## src/rtl/mem_ctrl_pkg.sv

```systemverilog
// Shared definitions for the memory access controller.
//   state_e        : controller FSM states
//   REQ_IF/REQ_LS  : requester IDs, also the bit positions in the arbiter request vector
//   MDR_SRC_*      : encodings of the external MDR input mux select
package mem_ctrl_pkg;

  typedef enum logic [2:0] {
    StIdle,
    StLoad,
    StAccess,
    StCapture,
    StDone
  } state_e;

  localparam logic REQ_IF = 1'b0;
  localparam logic REQ_LS = 1'b1;

  localparam logic MDR_SRC_MEM   = 1'b0;
  localparam logic MDR_SRC_STORE = 1'b1;

endpackage

```

## src/rtl/mem_access_controller_rr_arb2.sv

```systemverilog
// Two-way round-robin arbiter.
//   clk, reset  : clock, asynchronous active-high reset
//   req[1:0]    : request vector, bit REQ_IF = fetch, bit REQ_LS = load/store
//   update      : commit the current grant as last_grant
//   grant_id    : winning requester (valid when grant_valid)
//   grant_valid : at least one request pending
module rr_arb2
  import mem_ctrl_pkg::*;
(
  input  logic       clk,
  input  logic       reset,
  input  logic [1:0] req,
  input  logic       update,
  output logic       grant_id,
  output logic       grant_valid
);

  logic last_grant_q;

  // Reset to LS so the first tie goes to IF.
  always_ff @(posedge clk or posedge reset) begin
    if (reset) begin
      last_grant_q <= REQ_LS;
    end else if (update && grant_valid) begin
      last_grant_q <= grant_id;
    end
  end

  always_comb begin
    grant_valid = |req;
    case (req)
      2'b01:   grant_id = REQ_IF;
      2'b10:   grant_id = REQ_LS;
      2'b11:   grant_id = ~last_grant_q;
      default: grant_id = REQ_IF;
    endcase
  end

endmodule

```

## src/rtl/mem_access_controller.sv

```systemverilog
// Memory access controller: sequences CPU memory transactions through MAR/MDR,
// arbitrating between instruction fetch (IF) and load/store (LS).
//   clk, reset          : clock, asynchronous active-high reset
//   if_req/if_addr      : fetch request (held until if_done) and address
//   if_done             : one-cycle completion pulse to IF
//   ls_req/ls_we/ls_addr: load/store request (held until ls_done), store flag, address
//   ls_done             : one-cycle completion pulse to LS
//   mar_out             : MAR contents, drives the memory address bus
//   mdr_we/mdr_src      : MDR write enable and input select (mux is external)
//   mem_req/mem_we      : memory request and write strobe
//   mem_ready           : memory completion, only looked at in ACCESS
//   bus_err             : asserted with the done pulse when the access timed out
//   busy                : high whenever not IDLE
module mem_access_controller
  import mem_ctrl_pkg::*;
#(
  parameter int unsigned ADDR_WIDTH     = 32,
  parameter int unsigned DATA_WIDTH     = 32,
  parameter int unsigned TIMEOUT_CYCLES = 15
) (
  input  logic                  clk,
  input  logic                  reset,
  input  logic                  if_req,
  input  logic [ADDR_WIDTH-1:0] if_addr,
  output logic                  if_done,
  input  logic                  ls_req,
  input  logic                  ls_we,
  input  logic [ADDR_WIDTH-1:0] ls_addr,
  output logic                  ls_done,
  output logic [ADDR_WIDTH-1:0] mar_out,
  output logic                  mdr_we,
  output logic                  mdr_src,
  output logic                  mem_req,
  output logic                  mem_we,
  input  logic                  mem_ready,
  output logic                  bus_err,
  output logic                  busy
);

  if (TIMEOUT_CYCLES < 1 || TIMEOUT_CYCLES > 255) begin : g_bad_timeout
    $error("TIMEOUT_CYCLES must be in 1..255");
  end
  if (DATA_WIDTH < 1) begin : g_bad_data_width
    $error("DATA_WIDTH must be at least 1");
  end

  localparam logic [7:0] TimeoutLast = 8'(TIMEOUT_CYCLES - 1);

  state_e                state_q, state_d;
  logic                  gnt_id_q, gnt_id_d;
  logic                  op_we_q, op_we_d;
  logic [ADDR_WIDTH-1:0] addr_q, addr_d;
  logic [ADDR_WIDTH-1:0] mar_q, mar_d;
  logic [7:0]            cnt_q, cnt_d;
  logic                  err_q, err_d;

  logic                  arb_update;
  logic                  arb_grant_id;
  logic                  arb_grant_valid;
  logic [1:0]            arb_req;

  assign arb_req = {ls_req, if_req};

  rr_arb2 u_arb (
    .clk         (clk),
    .reset       (reset),
    .req         (arb_req),
    .update      (arb_update),
    .grant_id    (arb_grant_id),
    .grant_valid (arb_grant_valid)
  );

  always_ff @(posedge clk or posedge reset) begin
    if (reset) begin
      state_q  <= StIdle;
      gnt_id_q <= REQ_IF;
      op_we_q  <= 1'b0;
      addr_q   <= '0;
      mar_q    <= '0;
      cnt_q    <= '0;
      err_q    <= 1'b0;
    end else begin
      state_q  <= state_d;
      gnt_id_q <= gnt_id_d;
      op_we_q  <= op_we_d;
      addr_q   <= addr_d;
      mar_q    <= mar_d;
      cnt_q    <= cnt_d;
      err_q    <= err_d;
    end
  end

  always_comb begin
    state_d    = state_q;
    gnt_id_d   = gnt_id_q;
    op_we_d    = op_we_q;
    addr_d     = addr_q;
    mar_d      = mar_q;
    cnt_d      = cnt_q;
    err_d      = err_q;
    arb_update = 1'b0;
    if_done    = 1'b0;
    ls_done    = 1'b0;
    mdr_we     = 1'b0;
    mdr_src    = MDR_SRC_MEM;
    mem_req    = 1'b0;
    mem_we     = 1'b0;
    bus_err    = 1'b0;

    unique case (state_q)
      StIdle: begin
        if (arb_grant_valid) begin
          // Latch everything about the winner so later input changes are ignored.
          gnt_id_d   = arb_grant_id;
          op_we_d    = (arb_grant_id == REQ_LS) ? ls_we : 1'b0;
          addr_d     = (arb_grant_id == REQ_LS) ? ls_addr : if_addr;
          arb_update = 1'b1;
          state_d    = StLoad;
        end
      end
      StLoad: begin
        mar_d = addr_q;
        cnt_d = '0;
        if (op_we_q) begin
          mdr_we  = 1'b1;
          mdr_src = MDR_SRC_STORE;
        end
        state_d = StAccess;
      end
      StAccess: begin
        mem_req = 1'b1;
        mem_we  = op_we_q;
        // A ready in the final allowed cycle still wins over the timeout.
        if (mem_ready) begin
          state_d = op_we_q ? StDone : StCapture;
        end else if (cnt_q == TimeoutLast) begin
          err_d   = 1'b1;
          state_d = StDone;
        end else begin
          cnt_d = cnt_q + 8'd1;
        end
      end
      StCapture: begin
        mdr_we  = 1'b1;
        mdr_src = MDR_SRC_MEM;
        state_d = StDone;
      end
      StDone: begin
        if_done = (gnt_id_q == REQ_IF);
        ls_done = (gnt_id_q == REQ_LS);
        bus_err = err_q;
        err_d   = 1'b0;
        state_d = StIdle;
      end
      default: state_d = StIdle;
    endcase
  end

  assign mar_out = mar_q;
  assign busy    = (state_q != StIdle);

endmodule

```

## config.mk

```make
export PLATFORM = sky130hd
export DESIGN_NAME = mem_access_controller
export DESIGN_NICKNAME = d
export VERILOG_FILES = /design/src/rtl/mem_ctrl_pkg.sv /design/src/rtl/mem_access_controller_rr_arb2.sv /design/src/rtl/mem_access_controller.sv
export SDC_FILE = /design/constraint.sdc
export NUM_CORES = 1
export LEC_CHECK = 0
export CORE_MARGIN = 2
export CORE_UTILIZATION = 50
export DETAILED_ROUTE_END_ITERATION = 10
export PLACE_DENSITY = 0.88
export SLEW_MARGIN = 25
export SYNTH_ARGS = -nofsm -noshare
export SYNTH_HDL_FRONTEND = slang
export SYNTH_SLANG_ARGS = --single-unit
```

## constraint.sdc

```tcl
create_clock -name clk -period 4.3 [get_ports clk]
set_input_delay 0.86 -clock clk [delete_from_list [all_inputs] [get_ports clk]]
set_output_delay 0.86 -clock clk [all_outputs]
set_load 0.01 [all_outputs]
```

Yosys cells after proc, flatten, opt, wreduce, memory -nomap -nowiden --
Index checks and enable logic that the tools add are counted.
Word-level totals: register bits 79, memories kept 0, input port bits 70, latch bits 0, output and inout bits 40, ROM bits 0, memory bits (writable) 0, logic and storage cells 57
Cells by class: $mul 0, muxes and demuxes 24, eq/ne operators 12, $add $sub $neg 1, shifts and indexed selects 0, $lt $le $gt $ge 0, bitwise operators 2, div/mod/pow operators 0, reductions and logical operators 10
Operators by type and width (count):
- $mux W32 | 1
- $mux W8 | 2
- $pmux W8 S2 | 1
- $mux W1 | 12
- $mux W3 | 4
- $pmux W3 S4 | 1
- $add A8 B1 Y8 const B | 1
- $eq A8 B4 Y1 const B | 1
- $eq A3 B2 Y1 const B | 2
- $ne A2 B2 Y1 const B | 3
- $pmux W1 S2 | 3
- $reduce_and A3 Y1 | 2
- $eq A2 B2 Y1 const B | 2
- $reduce_and A2 Y1 | 2
- $reduce_bool A2 Y1 | 2
- $eq A3 B1 Y1 const B | 1
- $eq A3 B3 Y1 const B | 1
- $logic_not A3 Y1 | 1
- $ne A3 B3 Y1 const B | 1
- $reduce_bool A3 Y1 | 1
- $ne A2 B1 Y1 const B | 1
- $not A1 Y1 | 2
- $reduce_or A2 Y1 | 1
- $logic_and A1 B1 Y1 | 1

Depth between registers and ports, before layout --
depth in word-level cells 4, depth in mapped cells 6, mapped depth without buffers 6

Cells and area by module --
A second synthesis with hierarchy kept.
Unflattened totals: cell total of the unflattened synthesis 296, area total of the unflattened synthesis 3478.3 µm²
By module, submodules not included:
- mem_access_controller | area each 3423.3 µm², instances 1, seq. area each 1951.9 µm², cells each 290
- rr_arb2 | area each 55.1 µm², instances 1, seq. area each 26.3 µm², cells each 6

Least setup slack after synthesis --
OpenSTA, ideal clock, no wires.
path kind register -> output, start point register state_q[2], end point output port mdr_src, buffers on the path 2, data required time 3.440 ns, data arrival time 1.238 ns, stages on the path, launching flop included 5, slack 2.202 ns, path through dfrtp_1 or3b_1 clkbuf_1 clkbuf_1 nor2_1
On the way: word-level cells in the longest chain between the ends 2
RTL lines:
- start: declaration | RTL line mem_access_controller.sv:49 | state_e state_q, state_d;
- start signal: assignment | RTL line mem_access_controller.sv:75 | state_q <= StIdle;
- start signal: assignment | RTL line mem_access_controller.sv:83 | state_q <= state_d;
- $eq A3 B1 Y1 | RTL line mem_access_controller.sv:110 | unique case (state_q)
- $mux W1 | RTL line mem_access_controller.sv:110
- end: declaration | RTL line mem_access_controller.sv:32 | output logic mdr_src,
Every way passes these cells.

Final worst setup path --
start point register state_q[1], end point output port mem_we
On the way: word-level cells in the longest chain between the ends 2
RTL lines:
- $eq A3 B2 Y1 | RTL line mem_access_controller.sv:110
- $mux W1 | RTL line mem_access_controller.sv:110
- end: declaration | RTL line mem_access_controller.sv:34 | output logic mem_we,
Every way passes these cells.

==> qor.csv <==
stage,metric,value,unit
worst_setup_path,arrival,2.14,ns
logic_synthesis,synth_seq_cells,79,
global_route,antenna_found_initial,0,
status,status,completed,
power,p_sw_frac,0.3745,
worst_setup_path,path_max_fanout,14,
global_route,grt_max_degree,60,
sta,drv_slew,0,
sta,worstMarginPinSlew,0.8654,ns
finish,area_growth_syn_to_layout,38.67,%
clocking,h-tree-depth,3,
run,maxCapViolations,0,
finish,n_antenna_cell,0,
worst_setup_path,worst_setup_path_end_kind,output port,
finish,final_cell_area,4913,µm²
clocking,cts_tree,built,
worst_setup_path,start_kind,register,
hold_path,worstHoldPathType,register to register,
routing,wirelength,8298,µm
placed_design,place_inst,551,
clocking,cts_setup_buffers,0,
sta,fin_crit,3.002,ns
logic_synthesis,synth_ff_type,dfrtp_1,
sta,setup_tns,0,ns
global_route,grt-ovfl-total,0,
worst_setup_path,crit_required,3.44,ns
logic_synthesis,synth.distinct_cells,41,
sta,setup_slack,1.298,ns
clocking,cts_root_buf,clkbuf_8,
finish,utilization,0.7192,
die,die_w,88.19,µm
logic_synthesis,ys_warn_count,0,
worst_setup_path,worstSetupStartpoint,state_q[1],
finish,layout.nets,538,
clocking,numCtsBuffers,9,
worst_setup_path,r2r-start,state_q[0],
clocking,clkLatencyLatePin,0.36,ns
logic_synthesis,syn_avg_cell_area,9.788,µm²
logic_synthesis,async_reset_ff_frac,1.000,
sta,fin_worst_skew,0.01082,ns
routing,wire_per_inst,14.63,µm
hold_path,hp-start,addr_q[18],
placed_design,place_ws,1.327,ns
sta,fmaxAchievable,0.3331,GHz
global_route,first_global_vias,2931,
power,p_int,2069,µW
die,start_util,0.5187,
finish,multi_input_area,1458,µm²
finish,filler_cell_count,516,
routing,vias,2955,
sta,max-slew-margin-rel,0.4216,
clocking,cts_resized,0,
worst_setup_path,critPathKind,register to output port,
power,p_switching,1239,µW
clocking,hold_buffers,0,
clocking,path_clk_slew,0.07,ns
global_route,grt_pass1_wl,13320,µm
sta,finalSetupViolCount,0,
finish,stdcell_count,567,
die,core-area,6832,µm²
die,die_h,88.19,µm
die,num_io_pins,110,
placed_design,hpwlAfterDp,5774,µm
sta,hold_violations,0,
power,seqPwrFrac,0.404,
logic_synthesis,netlist_area,3543,µm²
sta,grt_setup_unrepaired,no,
die,rows,30,
sta,fin_crit_sh,0.6982,
routing,postRouteAntennaNets,0,
routing,firstDrtPassIters,4,
power,power_frac_comb,0.425,
routing,drcViolationCount,0,
power,leakage,0.002234,µW
clocking,cts.sinks,79,
logic_synthesis,syn_inst,362,
finish,seq_area,1978,µm²
power,ir_drop,331.0,µV
finish,drive_above_1_share,0.07006,
placed_design,gp_congestion,0.7871,
global_route,track_usage,0.2250,
routing,vias_per_cell,5.212,
placed_design,placed_cell_area,4705,µm²
die,dieArea,7777,µm²
logic_synthesis,synth_seq_area_share,0.5583,
power,power.share.clock,0.172,
placed_design,io_buffer_count,109,
logic_synthesis,syn-num-nets,434,
logic_synthesis,synth-edff-count,0,
routing,drt_iter0_drc,205,
clocking,clk_path_buf_depth,2,
power,power.density,673.4,nW/µm²
-- power groups by stage --
stage | sequential [µW] | clock (µW) | combinational, µW
after floorplan | 1340 | 0 | 805
after global placement | 1330 | 0 | 1350
after detailed placement | 1340 | 0 | 1410
after CTS | 1330 | 575 | 1420
after global routing | 1370 | 610 | 1550
final | 1340 | 569 | 1400
-- cells in the final DEF, fill, tap and decap left out, drive strengths merged, types with 3 or more instances in the layout --
master / count
a21oi: 32
buf: 6
clkbuf: 11
clkdlybuf4s50: 109
clkinv: 3
dfrtp: 78
inv: 3
mux2i: 34
nand2: 102
nand3: 7
nor2: 38
nor3: 4
nor3b: 6
o21ai: 6
o31ai: 3
-- metal layers --
metal | GRT usage | wire length [µm] | up-vias
met5 | 0 | 0 | -
met4 | 0.1074 | 193 | 0
met3 | 0.04713 | 376 | 19
met2 | 0.3684 | 4295 | 83
met1 | 0.2865 | 3432 | 1441
li1 | - | - | 1412
-- sequential cells by signal, indices dropped and copies added (netlist names) --
name / flops
addr_q: 32
cnt_q: 8
err_q: 1
gnt_id_q: 1
mar_out: 32
op_we_q: 1
state_q: 3
u_arb.last_grant_q: 1
-- stage by stage --
stage	total power (µW)	hold WS [ns]
6_report	3309	0.4688
4_1_cts	3327	0.4727
3_3_place_gp	2675	0.4479
5_1_grt	3539	0.4881
2_1_floorplan	2141	0.4361
3_5_place_dp	2754	0.4534
-- cells by family (layout without fill, tap and decap cells) --
| kind of cell | Yosys count | after routing | share of synthesized area |
|---|---|---|---|
| AND/OR/NAND/NOR | 170 | 170 | 0.2136 |
| AO/OA/AOI/OAI | 50 | 50 | 0.08333 |
| buffers and inverters | 25 | 134 | 0.03531 |
| flip-flops | 79 | 79 | 0.5583 |
| multiplexers | 36 | 36 | 0.1024 |
| adder cells (fa/ha/maj) | 2 | 2 | 0.007061 |
-- synthesized netlist by cell type (all sizes together), types with 2 or more instances --
| master | instances | area share |
|---|---|---|
| or3 | 2 | 0.0064 |
| mux2 | 2 | 0.0064 |
| o211ai | 2 | 0.0042 |
| ha | 2 | 0.0071 |
| o31ai | 3 | 0.0064 |
| clkbuf | 4 | 0.0042 |
| nand3 | 7 | 0.0099 |
| a21oi | 32 | 0.045 |
| mux2i | 34 | 0.096 |
| nor3 | 4 | 0.0071 |
| a21o | 2 | 0.0042 |
| nor3b | 6 | 0.016 |
| inv | 3 | 0.0032 |
| buf | 18 | 0.028 |
| nor2 | 38 | 0.042 |
| dfrtp | 78 | 0.55 |
| nand2 | 102 | 0.11 |
| and3 | 2 | 0.0035 |
| o21ai | 6 | 0.012 |
-- path summary, 6_finish.rpt --
| path | depth (start not counted) | slack [ns] | to |
|---|---|---|---|
| max | 3 | 1.30 | mem_we |
| min | 2 | 0.47 | mar_out[18] |
| max reg2reg | 5 | 1.84 | addr_q[29] |
| min reg2reg | 2 | 0.47 | mar_out[18] |
| max in group asynchronous | 3 | 2.68 | addr_q[29] |
| min in group asynchronous | 2 | 0.96 | mar_out[10] |
-- final cells by class --
cell class,count,share of cell area
flip-flops and latches,79,0.4026
clock buffers,11,0.03081
inverters,3,0.002801
multi-input cells,258,0.2967
clock inverters,5,0.01146
repair buffers,115,0.2312
well taps,96,0.02445
-- critical path, stage by stage (launching register included) --
cell and delay (ns):
dfrtp_1 0.61, nor3b_2 0.47, and2_1 0.18, clkdlybuf4s50_1 0.52
Note: power is estimated with default switching activity, not from simulation.
